### src/rtl/register_rename_unit.sv
// register_rename_unit
//   Issue/rename stage in front of the reservation station. Holds the
//   architectural register file, a per-register producer-tag status table
//   and a circular free list of result tags (1..31). Each accepted
//   instruction is renamed and delivered one cycle later as operands
//   (value or tag), ready flags and a destination tag. CDB broadcasts
//   retire tags, update the register file and refill the free list.
//
//   Optional feature: define RENAME_CDB_BYPASS_EN to forward a same-cycle
//   CDB result into issuing operands. Without it, such an instruction
//   stalls one cycle and reads the updated register file.
//
// Ports
//   clk, rst                 clock, async active-high reset
//   issue_valid/issue_ready  issue handshake (issue_ready combinational)
//   rs_addr, rt_addr         source registers
//   rd_addr, rd_we           destination register and write enable
//   control_in               opcode/ALU control, passed through
//   rs_full                  reservation station full
//   cdb_valid/tag/value      result broadcast
//   write                    one-cycle issue strobe
//   control, val1, val2      registered control and operand values
//   val1_r, val2_r           operand ready flags
//   rs_tag, rt_tag           producer tags for unready operands
//   dest_tag                 allocated tag (0 when no rename)
//   free_count               tags currently in the free list
module register_rename_unit (
  input  logic        clk,
  input  logic        rst,
  input  logic        issue_valid,
  output logic        issue_ready,
  input  logic [4:0]  rs_addr,
  input  logic [4:0]  rt_addr,
  input  logic [4:0]  rd_addr,
  input  logic        rd_we,
  input  logic [5:0]  control_in,
  input  logic        rs_full,
  input  logic        cdb_valid,
  input  logic [4:0]  cdb_tag,
  input  logic [31:0] cdb_value,
  output logic        write,
  output logic [5:0]  control,
  output logic [31:0] val1,
  output logic [31:0] val2,
  output logic        val1_r,
  output logic        val2_r,
  output logic [4:0]  rs_tag,
  output logic [4:0]  rt_tag,
  output logic [4:0]  dest_tag,
  output logic [5:0]  free_count
);

  localparam int unsigned NUM_TAGS = 31;
  localparam int unsigned NUM_REGS = 32;
  localparam int unsigned TAG_W    = 5;
  localparam int unsigned REG_W    = 5;
  localparam int unsigned DATA_W   = 32;
  localparam int unsigned CNT_W    = 6;

  logic [DATA_W-1:0] regfile   [NUM_REGS];
  logic [TAG_W-1:0]  status    [NUM_REGS];
  logic [TAG_W-1:0]  free_list [NUM_TAGS];
  logic [TAG_W-1:0]  head, tail;

  logic              rename, bypass_stall, accept, do_pop, do_push;
  logic [TAG_W-1:0]  rs_stat, rt_stat, new_tag;
  logic              rs_hit, rt_hit;
  logic [DATA_W-1:0] op1_val, op2_val;
  logic              op1_rdy, op2_rdy;
  logic [TAG_W-1:0]  op1_tag, op2_tag;

  // Issue handshake and operand resolution from the pre-rename mapping.
  // status[0] is never written, so register 0 always resolves as ready.
  always_comb begin
    rename  = rd_we && (rd_addr != '0);
    rs_stat = status[rs_addr];
    rt_stat = status[rt_addr];
    rs_hit  = cdb_valid && (rs_stat != '0) && (rs_stat == cdb_tag);
    rt_hit  = cdb_valid && (rt_stat != '0) && (rt_stat == cdb_tag);
`ifdef RENAME_CDB_BYPASS_EN
    bypass_stall = 1'b0;
`else
    bypass_stall = issue_valid && (rs_hit || rt_hit);
`endif
    issue_ready = !rs_full && ((free_count != '0) || !rename) && !bypass_stall;
    accept      = issue_valid && issue_ready;
    do_pop      = accept && rename;
    do_push     = cdb_valid;
    new_tag     = free_list[head];

    op1_val = '0; op1_rdy = 1'b0; op1_tag = rs_stat;
    op2_val = '0; op2_rdy = 1'b0; op2_tag = rt_stat;
    if (rs_stat == '0) begin
      op1_val = regfile[rs_addr]; op1_rdy = 1'b1;
    end else if (rs_hit) begin
      // Only reachable with bypass enabled; otherwise the issue stalls.
      op1_val = cdb_value; op1_rdy = 1'b1; op1_tag = '0;
    end
    if (rt_stat == '0) begin
      op2_val = regfile[rt_addr]; op2_rdy = 1'b1;
    end else if (rt_hit) begin
      op2_val = cdb_value; op2_rdy = 1'b1; op2_tag = '0;
    end
  end

  // Register file and status table; a same-cycle rename of rd wins over
  // the CDB clearing its old tag.
  always_ff @(posedge clk or posedge rst) begin
    if (rst) begin
      for (int r = 0; r < NUM_REGS; r++) begin
        regfile[r] <= '0;
        status[r]  <= '0;
      end
    end else begin
      for (int r = 1; r < NUM_REGS; r++) begin
        if (cdb_valid && (status[r] == cdb_tag)) begin
          regfile[r] <= cdb_value;
          status[r]  <= '0;
        end
        if (do_pop && (rd_addr == REG_W'(r))) status[r] <= new_tag;
      end
    end
  end

  // Circular free list: pop at head on rename, push retired tag at tail.
  always_ff @(posedge clk or posedge rst) begin
    if (rst) begin
      for (int i = 0; i < NUM_TAGS; i++) free_list[i] <= TAG_W'(i + 1);
      head       <= '0;
      tail       <= '0;
      free_count <= CNT_W'(NUM_TAGS);
    end else begin
      if (do_pop)
        head <= (head == TAG_W'(NUM_TAGS - 1)) ? '0 : head + TAG_W'(1);
      if (do_push) begin
        free_list[tail] <= cdb_tag;
        tail <= (tail == TAG_W'(NUM_TAGS - 1)) ? '0 : tail + TAG_W'(1);
      end
      if (do_pop && !do_push)      free_count <= free_count - CNT_W'(1);
      else if (!do_pop && do_push) free_count <= free_count + CNT_W'(1);
    end
  end

  // Issue port registers: strobe for one cycle, payload holds otherwise.
  always_ff @(posedge clk or posedge rst) begin
    if (rst) begin
      write    <= 1'b0;
      control  <= '0;
      val1     <= '0;
      val2     <= '0;
      val1_r   <= 1'b0;
      val2_r   <= 1'b0;
      rs_tag   <= '0;
      rt_tag   <= '0;
      dest_tag <= '0;
    end else begin
      write <= accept;
      if (accept) begin
        control  <= control_in;
        val1     <= op1_val;
        val2     <= op2_val;
        val1_r   <= op1_rdy;
        val2_r   <= op2_rdy;
        rs_tag   <= op1_tag;
        rt_tag   <= op2_tag;
        dest_tag <= rename ? new_tag : '0;
      end
    end
  end

endmodule

### config.mk
export PLATFORM = sky130hd
export DESIGN_NAME = register_rename_unit
export DESIGN_NICKNAME = d
export VERILOG_FILES = /design/src/rtl/register_rename_unit.sv
export SDC_FILE = /design/constraint.sdc
export NUM_CORES = 2
export LEC_CHECK = 0
export BUFFER_PORTS_ARGS = -buffer_cell sky130_fd_sc_hd__buf_2
export CORE_MARGIN = 4
export CORE_UTILIZATION = 62
export CTS_BUF_LIST = sky130_fd_sc_hd__clkbuf_16
export CTS_CLUSTER_DIAMETER = 60
export DETAILED_ROUTE_END_ITERATION = 6
export PLACE_DENSITY = 0.81
export SLEW_MARGIN = 20
export SYNTH_ARGS = -nofsm -noshare
export SYNTH_HDL_FRONTEND = slang
export SYNTH_SLANG_ARGS = --single-unit
### constraint.sdc
create_clock -name clk -period 67.5 [get_ports clk]
set_input_delay 6.75 -clock clk [delete_from_list [all_inputs] [get_ports clk]]
set_output_delay 6.75 -clock clk [all_outputs]
set_load 0.005 [all_outputs]
==> qor.csv <==
stage,metric,value,unit
outcome,status,"complete, no violations",
pwr,Lkg Pwr,35.06,nW
logic_synthesis,register area share after synthesis,0.4645,
worst_hold_path,Worst Hold Class,reg -> reg,
clocking,"Clk Latency, worst-skew pair",0.80,ns
timing,Max-Slew Margin vs Limit,0.1559,
timing,setup TNS,0,ns
logic_synthesis,Synth cell types,76,
logic_synthesis,Mapped Cells,5136,
route,WL/cell,32.05,um
clocking,Num CTS Buffers,151,
layout,post-route insts no fill,6783,
global_route,total gr overflow,0,
timing,Final Hold Viols,0,
timing,Setup Viol. Count Final,0,
floorplan,number of I/O pins,159,
logic_synthesis,Synth area leader,dfrtp_1,
route,Vias/cell,7.204,
route,iteration-0 DRC count of the detailed router,5903,
logic_synthesis,#FFs+latches synth,1406,
clocking,CTS tree,yes,
timing,actual slew at the worst max-slew pin,1.266,ns
layout,Area Growth Syn to Fin,8.936,%
logic_synthesis,mapped cell area,0.07597,mm^2
global_route,Tot GR Track Use,0.3424,
logic_synthesis,"Avg Cell Area, Syn",14.79,um^2
logic_synthesis,most instantiated library cell after synthesis,dfrtp_1,
floorplan,num rows,128,
clocking,post-cts resize count,0,
floorplan,Core Footprint,0.1217,mm^2
global_route,first-pass GRT wire length,325800,um
timing,clock skew,0.05785,ns
pwr,Int Power,2.280,mW
logic_synthesis,Syn Nets,5212,
clocking,root buf cell,clkbuf_16,
clocking,"CTS clk-pin slew, worst paths",0.06,ns
logic_synthesis,Post-synth EDFFs,0,
clocking,clk sinks,1406,
pwr,Clk pwr share,0.247,
placement,pre-CTS setup slack,49.46,ns
logic_synthesis,"top cells by count, synth","dfrtp_1, mux2_2, mux4_2",
timing,Fmax,55.05,MHz
placement,placed cells,6498,
worst_setup_path,Crit. End Element,primary output,
clocking,H-tree levels,4,
timing,Final Max Tran Viols,0,
clocking,CTS Hold Bufs,0,
pwr,Reg power frac,0.440,
floorplan,DIE AREA,0.1282,mm^2
pwr,Logic pwr share,0.313,
placement,HPWL after DPL,123000,um
worst_setup_path,critical path class,in -> out,
route,Vias,48860,
pwr,sw power,1.048,mW
worst_setup_path,CP Max Fanout,100,
floorplan,Initial Util,0.6242,
route,DRC,0,
global_route,vias in the first global route,50040,
clocking,setup bufs post-CTS,0,
floorplan,Die Ht,358.0,um
route,first-pass iteration count of the detailed router,7,
route,final WL,217400,um
floorplan,Die X,358.0,um
run,number of max-cap violations,0,
logic_synthesis,prevailing post-synth register cell,dfrtp_1,
clocking,Clock Path Buffers,3,
logic_synthesis,Yosys warning total,37,
timing,min Tclk post-route,18.17,ns
placement,Port Buffers,158,
logic_synthesis,"top cells by area, synth","dfrtp_1, mux4_2, mux2_2",
route,DRT antenna net count,0,
logic_synthesis,share of flip-flops with an asynchronous set or reset,1.000,
layout,fin nets,5104,
pwr,worst ir drop on vdd,0.03068,mV
pwr,switching share of power,0.3148,
global_route,largest net degree at the start of global routing,191,
layout,layout cells sized above 1,0.4955,
timing,RSZ-0062 raised after global routing,no,
pwr,Pwr Density,40.21,mW/mm^2
worst_setup_path,"Req. time, crit path",60.75,ns
worst_setup_path,Critical Path Source Type,primary input,
logic_synthesis,area share of the largest cell type after synthesis,0.4351,
timing,Tcrit/Tclk final,0.2691,
timing,post-route setup slack,49.33,ns
worst_setup_path,WP data arrival,11.42,ns
global_route,initial antenna violation count,10,
placement,routability-driven placement congestion ratio,0.9488,
-- metrics by stage --
step | hold WS [ns] | area, um^2 | total power, mW | utilization
finish | 0.4802 | 82760 | 3.328 | 0.6799
global route | 0.5046 | 82750 | 3.472 | 0.6799
CTS | 0.4835 | 82690 | 3.320 | 0.6793
detailed placement | 0.4697 | 77830 | 2.494 | 0.6395
global placement | 0.4572 | 77830 | 2.427 | 0.6395
floorplan | 0.4448 | 75970 | 2.188 | -
-- area by class of cell --
cell class	instances	area (um^2)
antenna	4	10.01
clock buffer	151	3779
clock inverter	128	1072
fill	8197	38960
inverter	15	73.82
multi-input combinational	3200	38810
sequential	1406	35290
tap	1625	2033
timing repair buffer	254	1693
-- sequential cells by signal, summed over array words and instances (netlist names) --
register    flops
regfile       992
free_list     155
status        155
val1           32
val2           32
control         6
free_count      6
dest_tag        5
head            5
rs_tag          5
rt_tag          5
tail            5
val1_r          1
val2_r          1
write           1
-- final timing paths --
kind,start,endpoint,slack (ns),depth (start not counted)
max in group asynchronous,rst,regfile[213],56.53,7
min in group asynchronous,rst,regfile[293],6.16,2
worst max register to register,status[84],rt_tag[3],61.74,11
worst min register to register,free_list[145],free_list[145],0.48,2
worst min-delay path,free_list[145],free_list[145],0.48,2
worst max-delay path,rs_addr[1],issue_ready,49.33,11
-- power groups by stage --
stage / registers [mW] / logic (mW) / clock network, mW
after global placement: 1.43 / 0.999 / 0
after global routing: 1.50 / 1.11 / 0.867
after floorplan: 1.37 / 0.817 / 0
after detailed placement: 1.46 / 1.03 / 0
after CTS: 1.45 / 1.04 / 0.830
final: 1.46 / 1.04 / 0.820
-- cell usage in the layout, fill, tap and decap left out, types with 13 or more instances in the layout --
cell type,n
nor2_2,16
nand2_1,47
clkinv_1,31
o31ai_1,39
nand3_1,38
o41ai_1,36
clkinv_2,34
buf_2,148
dfstp_2,85
nor2_1,111
inv_1,35
nand4_1,33
nor3_2,31
a21oi_1,13
mux2i_1,240
bufinv_16,13
o21ai_0,107
mux4_2,666
clkbuf_16,151
a22o_1,70
xor2_1,40
buf_4,91
dfrtp_1,1319
xnor2_1,136
mux2_2,1240
nand2b_1,165
-- layer usage --
layer	share of wire	vias up	track usage
li1	-	19420	-
met1	0.39	26200	0.4754
met2	0.47	2607	0.5308
met3	0.094	630	0.07370
met4	0.051	6	0.1485
met5	0.00015	-	0
-- cells by family after synthesis --
logic type      share of synthesized area
compound gates                    0.03207
fa+ha+maj                        0.002075
mux                                0.4142
flops                              0.4645
buf+inv                           0.02820
xor+xnor                          0.02029
simple gates                      0.03864
-- critical path, stage by stage --
cell	delay, ns
buf_8	0.48
buf_4	0.87
mux4_2	0.61
nor2_1	0.15
nor3_1	0.09
nor3_1	0.25
nor2_1	0.09
or4_4	0.91
a32o_4	0.48
a21boi_0	0.17
buf_2	0.13
Power figures use the tool's default switching activity.
